--- config.mk ---
export PLATFORM = sky130hd
export DESIGN_NAME = mc_controller
export DESIGN_NICKNAME = d
export VERILOG_FILES = /design/src/rtl/mc_controller.sv
export SDC_FILE = /design/constraint.sdc
export NUM_CORES = 1
export LEC_CHECK = 0
export ABC_AREA = 1
export BUFFER_PORTS_ARGS = -buffer_cell sky130_fd_sc_hd__buf_2
export CELL_PAD_IN_SITES_DETAIL_PLACEMENT = 0
export CELL_PAD_IN_SITES_GLOBAL_PLACEMENT = 1
export CORE_UTILIZATION = 40
export CTS_BUF_LIST = sky130_fd_sc_hd__clkbuf_8
export DETAILED_ROUTE_END_ITERATION = 12
export PLACE_DENSITY_LB_ADDON = 0.1
export SETUP_SLACK_MARGIN = 0.2
export SLEW_MARGIN = 20
export SYNTH_ARGS = -nofsm -noshare
export SYNTH_HDL_FRONTEND = slang
export SYNTH_SLANG_ARGS = --single-unit
--- constraint.sdc ---
create_clock -name clk -period 2.65 [get_ports clk]
set_input_delay 0.3975 -clock clk [delete_from_list [all_inputs] [get_ports clk]]
set_output_delay 0.3975 -clock clk [all_outputs]
set_load 0.02 [all_outputs]
--- src/rtl/mc_controller.sv ---
// Multicycle control FSM for the 16-bit datapath.
// It sequences fetch, decode, execute and writeback for each instruction.
// It drives every datapath mux select and enable.
// Memory states wait on mem_ready. WAIT counts down a register operand.
// Illegal extended opcodes trap in HALT, and only reset leaves HALT.
module mc_controller #(
  parameter int WAIT_W = 29
) (
  input  logic              clk,
  input  logic              reset,
  input  logic [3:0]        op,
  input  logic [3:0]        op_ext,
  input  logic [3:0]        branch_cond,
  input  logic [4:0]        psr,
  input  logic [WAIT_W-1:0] wait_count,
  input  logic              mem_ready,
  output logic [1:0]        WD_S,
  output logic [1:0]        ALUA_S,
  output logic [1:0]        ALUB_S,
  output logic [1:0]        MEM_S,
  output logic              MEM_DATA_S,
  output logic              PC_S,
  output logic              PC_EN,
  output logic              REG_WR_EN,
  output logic              INSTR_EN,
  output logic              ALU_OUT_EN,
  output logic              MEM_REG_EN,
  output logic              MEM_WR,
  output logic              SE_SIGN,
  output logic              PSR_EN,
  output logic              MEM_REQ,
  output logic              halted,
  output logic [4:0]        state_o
);

  typedef enum logic [4:0] {
    S_FETCH      = 5'b00000,
    S_DECODE     = 5'b00001,
    S_RTYPE_EX   = 5'b00010,
    S_ITYPE_EX   = 5'b00011,
    S_WRITE      = 5'b00100,
    S_LB_MEM     = 5'b00101,
    S_LB_LOAD    = 5'b00110,
    S_SB_MEM_R   = 5'b00111,
    S_CALC_DISP  = 5'b01010,
    S_JUMP       = 5'b01011,
    S_CALC_RLINK = 5'b01100,
    S_WR_RLINK_J = 5'b01101,
    S_PC_UP      = 5'b01110,
    S_SB_MEM_I   = 5'b01111,
    S_WAIT       = 5'b10000,
    S_HALT       = 5'b11111
  } state_t;

  state_t            state_q, state_d;
  logic [WAIT_W-1:0] cnt_q, cnt_d;
  logic              take;

  // Branch condition on flags {N,Z,F,L,C}. Signed compares use N, unsigned compares use L.
  function automatic logic cond_take(input logic [3:0] c, input logic [4:0] f);
    logic n, z, fl, l, cy;
    logic r;
    n  = f[4];
    z  = f[3];
    fl = f[2];
    l  = f[1];
    cy = f[0];
    case (c)
      4'h0:    r = z;
      4'h1:    r = !z;
      4'h2:    r = cy;
      4'h3:    r = !cy;
      4'h4:    r = l;
      4'h5:    r = !l;
      4'h6:    r = n;
      4'h7:    r = !n;
      4'h8:    r = fl;
      4'h9:    r = !fl;
      4'hA:    r = !l && !z;
      4'hB:    r = l || z;
      4'hC:    r = !n && !z;
      4'hD:    r = n || z;
      4'hE:    r = 1'b1;
      default: r = 1'b0;
    endcase
    return r;
  endfunction

  // State register and WAIT down-counter.
  always_ff @(posedge clk) begin
    if (reset) begin
      state_q <= S_FETCH;
      cnt_q   <= '0;
    end else begin
      state_q <= state_d;
      cnt_q   <= cnt_d;
    end
  end

  // Next-state logic. The counter loads wait_count once, on the cycle that enters WAIT.
  always_comb begin
    state_d = state_q;
    cnt_d   = cnt_q;
    take    = cond_take(branch_cond, psr);
    case (state_q)
      S_FETCH: if (mem_ready) state_d = S_DECODE;
      S_DECODE: begin
        case (op)
          4'b0000: state_d = S_RTYPE_EX;
          4'b0100: begin
            case (op_ext)
              4'b0100: state_d = S_SB_MEM_R;
              4'b0000: state_d = S_LB_MEM;
              4'b1100: state_d = take ? S_JUMP : S_PC_UP;
              4'b1000: state_d = S_CALC_RLINK;
              default: state_d = S_HALT;
            endcase
          end
          4'b1000: state_d = (op_ext == 4'b0100) ? S_RTYPE_EX : S_ITYPE_EX;
          4'b1100: state_d = take ? S_CALC_DISP : S_PC_UP;
          default: state_d = S_ITYPE_EX;
        endcase
      end
      S_RTYPE_EX: begin
        if (op_ext == 4'b1011) begin
          state_d = S_PC_UP;
        end else if (op_ext == 4'b0000) begin
          state_d = S_WAIT;
          cnt_d   = wait_count;
        end else begin
          state_d = S_WRITE;
        end
      end
      S_ITYPE_EX: begin
        if (op == 4'b1011)      state_d = S_PC_UP;
        else if (op == 4'b0111) state_d = S_SB_MEM_I;
        else                    state_d = S_WRITE;
      end
      S_WRITE:      state_d = S_PC_UP;
      S_LB_MEM:     if (mem_ready) state_d = S_LB_LOAD;
      S_LB_LOAD:    state_d = S_PC_UP;
      S_SB_MEM_R:   if (mem_ready) state_d = S_PC_UP;
      S_SB_MEM_I:   if (mem_ready) state_d = S_PC_UP;
      S_WAIT: begin
        if (cnt_q == '0) state_d = S_PC_UP;
        else             cnt_d   = cnt_q - WAIT_W'(1);
      end
      S_CALC_DISP:  state_d = S_FETCH;
      S_JUMP:       state_d = S_FETCH;
      S_CALC_RLINK: state_d = S_WR_RLINK_J;
      S_WR_RLINK_J: state_d = S_FETCH;
      S_PC_UP:      state_d = S_FETCH;
      S_HALT:       state_d = S_HALT;
      default:      state_d = S_HALT;
    endcase
  end

  // Moore outputs per state. The *_EN strobes of the memory states are gated by mem_ready.
  // Reset forces every output to its default, so an in-flight store never commits.
  always_comb begin
    WD_S       = 2'b00;
    ALUA_S     = 2'b00;
    ALUB_S     = 2'b00;
    MEM_S      = 2'b00;
    MEM_DATA_S = 1'b0;
    PC_S       = 1'b0;
    PC_EN      = 1'b0;
    REG_WR_EN  = 1'b0;
    INSTR_EN   = 1'b0;
    ALU_OUT_EN = 1'b0;
    MEM_REG_EN = 1'b0;
    MEM_WR     = 1'b0;
    SE_SIGN    = 1'b1;
    PSR_EN     = 1'b0;
    MEM_REQ    = 1'b0;
    halted     = 1'b0;
    state_o    = 5'b00000;
    if (!reset) begin
      state_o = state_q;
      case (state_q)
        S_FETCH: begin
          MEM_S    = 2'b01;
          MEM_REQ  = 1'b1;
          INSTR_EN = mem_ready;
        end
        S_RTYPE_EX: begin
          ALU_OUT_EN = 1'b1;
          PSR_EN     = 1'b1;
        end
        S_ITYPE_EX: begin
          ALUA_S     = 2'b10;
          ALU_OUT_EN = 1'b1;
          PSR_EN     = 1'b1;
          if (op == 4'b0001 || op == 4'b0010 || op == 4'b0011) SE_SIGN = 1'b0;
        end
        S_WRITE: begin
          WD_S      = 2'b11;
          REG_WR_EN = 1'b1;
        end
        S_LB_MEM: begin
          WD_S       = 2'b10;
          MEM_REQ    = 1'b1;
          MEM_REG_EN = mem_ready;
        end
        S_LB_LOAD: begin
          WD_S      = 2'b10;
          REG_WR_EN = 1'b1;
        end
        S_SB_MEM_R: begin
          MEM_REQ    = 1'b1;
          MEM_WR     = 1'b1;
          MEM_DATA_S = 1'b0;
        end
        S_SB_MEM_I: begin
          MEM_S      = 2'b10;
          MEM_REQ    = 1'b1;
          MEM_WR     = 1'b1;
          MEM_DATA_S = 1'b1;
        end
        S_CALC_DISP: begin
          ALUA_S = 2'b01;
          ALUB_S = 2'b01;
          PC_S   = 1'b1;
          PC_EN  = 1'b1;
        end
        S_JUMP: PC_EN = 1'b1;
        S_CALC_RLINK: begin
          ALUA_S     = 2'b01;
          ALUB_S     = 2'b10;
          ALU_OUT_EN = 1'b1;
        end
        S_WR_RLINK_J: begin
          WD_S      = 2'b11;
          REG_WR_EN = 1'b1;
          PC_EN     = 1'b1;
        end
        S_PC_UP: begin
          ALUA_S = 2'b01;
          ALUB_S = 2'b10;
          PC_S   = 1'b1;
          PC_EN  = 1'b1;
        end
        S_HALT: halted = 1'b1;
        default: ;
      endcase
    end
  end

endmodule

# After elaboration in Yosys (flattened, before gate mapping)
# Cells that the tools add are included.
[totals]
out_inout_bits = 25
reg_bits = 34
word_cells = 135
input_bits = 49
[op_classes]
n_addsub = 1
mux = 53
n_eq_ne = 48
n_reduce_logical = 31
[op_table]
columns = ["op", "count"]
rows = [
  ["$mux 29", 3],
  ["$pmux 29 s2", 1],
  ["$eq 4x4->1 const B", 13],
  ["$pmux 5 s10", 1],
  ["$pmux 5 s4", 2],
  ["$mux 5", 7],
  ["$eq 5x4->1 const B", 6],
  ["$logic_not 29->1", 1],
  ["$sub 29x1->29 const B", 1],
  ["$eq 4x3->1 const B", 7],
  ["$mux 1", 26],
  ["$eq 5x3->1 const B", 4],
  ["$eq 4x2->1 const B", 4],
  ["$pmux 2 s2", 4],
  ["$pmux 1 s15", 1],
  ["$reduce_or 2->1", 7],
  ["$logic_not 4->1", 3],
  ["$ne 2x2->1 const B", 6],
  ["$eq 5x2->1 const B", 2],
  ["$eq 5x5->1 const B", 2],
  ["$reduce_or 3->1", 3],
  ["$eq 4x1->1 const B", 2],
  ["$mux 2", 4],
  ["$mux 4", 2],
  ["other kinds (10)", 21],
]

# Depth between registers and ports, before layout
[logic_depth]
word_depth = 7
depth_mapped = 14
depth_no_buf = 14

# Worst setup path before layout
# OpenSTA, ideal clock, no wires.
[synth_path]
path_kind = "input to output"
from = "in reset"
to = "out MEM_S[1]"
slack_ns = 0.697
arrival_time_ns = 1.556
stages = 4
path_buffers = 3
t_required_ns = 2.253
cell_sequence = "clkbuf_1 -> clkbuf_1 -> nor3_1 -> buf_4"
[synth_via]
elab_chain_len = 1
[synth_rtl]
columns = ["element", "line", "text"]
rows = [
  ["start, declared", "10", "input logic reset,"],
  ["$mux 2", "178", "if (!reset) begin"],
  ["end, declared", "20", "output logic [1:0] MEM_S,"],
]
# Every way passes these cells.

# Worst setup path after layout
[layout_path]
from = "reg state_q[3]"
to = "out WD_S[1]"
[layout_via]
elab_chain_len = 4
word_cells_on_any_way = 8
classes_between = "eq/ne: 4; mux: 2; reduce/logical: 2"
[layout_rtl]
columns = ["element", "line", "text"]
rows = [
  ["start, declared", "55", "state_t state_q, state_d;"],
  ["start signal, assigned", "95", "state_q <= state_d;"],
  ["$eq 5x4->1 / $eq 5x3->1 (equally long branches)", "180", "case (state_q)"],
  ["$reduce_or 2->1 (no line)", "n/a", ""],
  ["$pmux 2 s2 (*)", "180", ""],
  ["$mux 2 (*)", "178", ""],
  ["end, declared", "17", "output logic [1:0] WD_S,"],
]
# Every way passes the cells marked *; elsewhere a longest branch is shown, timed or not.

==> results.sh <==
export IMPL_period_share_pct=84.53
export IMPL_fmax_ghz=0.4464
export IMPL_fin_skew_ps=13.42
export IMPL_io_buffers=73
export IMPL_cp_arrival_ps=1840
export IMPL_pre_cts_ws_ps=426.2
export IMPL_ys_ff_latch=34
export IMPL_drtPass1Iterations=4
export IMPL_drive_gt1_share_pct=17.98
export IMPL_rsz0062_at_grt="false"
export IMPL_drc=0
export IMPL_ys_types=38
export IMPL_htree_levels=2
export IMPL_tightestPinTransition_ps=504.5
export IMPL_antenna_left=0
export IMPL_wl_per_cell_um=12.48
export IMPL_grt_pass1_vias=3039
export IMPL_ctsHoldBuffers=0
export IMPL_final_common_cell="nand2_1"
export IMPL_multi_input_area_mm2=0.001933
export IMPL_criticalPathCategory="flop to primary output"
export IMPL_antenna_found_initial=0
export IMPL_crit_family="compound AO/OA/AOI/OAI gates"
export IMPL_cp_required_ps=2250
export IMPL_cts_sinks=34
export IMPL_worst_slack_ps=410.0
export IMPL_crit_path_top_delay_cell="dfxtp_1"
export IMPL_yosysSeqAreaShare_pct=23.10
export IMPL_antennaDiodeCount=0
export IMPL_grt_max_degree=30
export IMPL_core_area_mm2=0.006944
export IMPL_async_flop_share_pct=0
export IMPL_die_area_mm2=0.007713
export IMPL_grt_ovfl_total=0
export IMPL_utilization_pct=50.59
export IMPL_die_y_um=87.83
export IMPL_vias_per_cell=5.043
export IMPL_start_util_pct=42.43
export IMPL_clkTransAtPathRegs_ps=80
export IMPL_met1_length_um=4210
export IMPL_place_congestion=0.8477
export IMPL_synthFlopType="dfxtp_1"
export IMPL_holdCritPathClass="primary input to flop"
export IMPL_wl_met3_um=439
export IMPL_dp_cells=672
export IMPL_vias=3429
export IMPL_die_w_um=87.83
export IMPL_wl_met2_um=3756
export IMPL_finalCriticalPeriod_ps=2240
export IMPL_leakagePower_nw=1.847
export IMPL_status="complete, no violations"
export IMPL_hpwl_um=6528
export IMPL_synth_edf_count=0
export IMPL_synth_cells=518
export IMPL_cts_buffers=5
export IMPL_drtIter0Drc=218
export IMPL_cp_max_fo=6
export IMPL_fin_tns_setup_ps=0
export IMPL_place_area_mm2=0.003364
export IMPL_cts_tree="yes"
export IMPL_hold_worst_slack_ps=351.2
export IMPL_syn2layout_area_growth_pct=19.24
export IMPL_p_per_area_mw_per_mm2=1496
export IMPL_mostFrequentLayoutCells="nand2_1, nor2_1, buf_2"
export IMPL_maxCapViolCount=0
export IMPL_num_rows=30
export IMPL_ys_warn_count=0
export IMPL_p_total_mw=5.257
export IMPL_clk_path_buf_depth=2
export IMPL_cp_slowest_stage_delay_ps=410
export IMPL_track_usage_pct=22.90
export IMPL_setup_viol=0
export IMPL_grt_pass1_wl_um=14130
export IMPL_final_cells=680
export IMPL_cp_cell_sequence="inv_1 > nor2_1 > inv_1 > o21ai_0 > o21ai_0 > o21ai_0 > buf_2"
export IMPL_routed_wirelength_um=8487
export IMPL_final_cell_area_mm2=0.003513
export IMPL_syn_area_per_cell_um2=5.688
export IMPL_synth_nets=568
export IMPL_syn_cell_area_mm2=0.002947
export IMPL_ios=74
export IMPL_hold_violations=0
export IMPL_max_slew_margin_pct=66.37
export IMPL_final_nets=633
export IMPL_cts_root_buf="clkbuf_8"
export IMPL_worst_path_most_repeated_cell="o21ai_0"
export IMPL_clock_latency_ps=300
export IMPL_slew_violations=0
export IMPL_seq_area_um2=680.7
export IMPL_highest_layer="met4"
export IMPL_crit_buf_inv=3
export IMPL_end_kind="primary output"
export IMPL_ir_drop_mv=0.7150
export IMPL_startpoint_type="flop"
export IMPL_fillers=753
## worst paths after layout
path | start | end | slack, ps | cells past startpoint
max reg2reg | cnt_q[0] | cnt_q[13] | 500 | 10
min reg2reg | cnt_q[1] | cnt_q[1] | 500 | 2
min | wait_count[9] | cnt_q[9] | 350 | 3
max | state_q[3] | WD_S[1] | 410 | 7
## sequential cells by signal, indices dropped and copies added (netlist names)
register,flops
state_q,5
cnt_q,29
## final cells by class
| type | count | share of cell area, % |
|---|---|---|
| tap | 96 | 3.419 |
| clock buffer | 6 | 2.350 |
| sequential | 34 | 19.37 |
| timing repair buffer | 77 | 11.36 |
| multi-input combinational | 402 | 55.02 |
| inverter | 63 | 6.766 |
| clock inverter | 2 | 1.709 |
## metal layers
metal  up-vias  track usage, %
met5         -               0
met2        92           37.14
met1      1511           32.23
li1       1818               -
met4         0           3.875
met3         8           3.770
## cells in the mapped netlist (all sizes together) (4+ instances only)
cell / n / area (um2)
o211ai: 7 / 52.55
nor3: 11 / 55.05
buf: 10 / 63.81
xor2: 9 / 78.83
nand2: 119 / 454.2
nor2: 105 / 426.7
clkbuf: 9 / 33.78
nand4: 9 / 71.32
a21oi: 22 / 110.1
dfxtp: 34 / 680.7
or2: 4 / 25.03
o21ai: 50 / 265.3
inv: 62 / 232.7
nand3: 36 / 180.2
a31oi: 16 / 100.1
## logic make-up (layout without fill, tap and decap cells)
logic type | after synthesis | in the layout | share of synthesized area [%]
xor+xnor | 12 | 12 | 3.567
compound gates | 100 | 100 | 19.28
buf+inv | 82 | 148 | 11.38
fa+ha+maj | 1 | 1 | 0.4246
flops | 34 | 34 | 23.10
simple gates | 289 | 289 | 42.25
## repair_timing
| item | 4_1_cts | 5_1_grt |
|---|---|---|
| endpoints found under the setup margin | 0 | 5 |
| resized for setup | 0 | 2 |
| setup buffers | 0 | 0 |
## where the power goes
group / switching, mW / total, mW / leakage, nW / internal, mW
Combinational: 2.47 / 3.76 / 1.50 / 1.30
Clock: 0.204 / 0.605 / 0.0714 / 0.401
Sequential: 0.207 / 0.887 / 0.277 / 0.679
## worst min-delay path, cell delays in order
cell     delay, ps
buf_2           90
nand2_1         50
a31oi_1         70
Power figures use the tool's default switching activity.
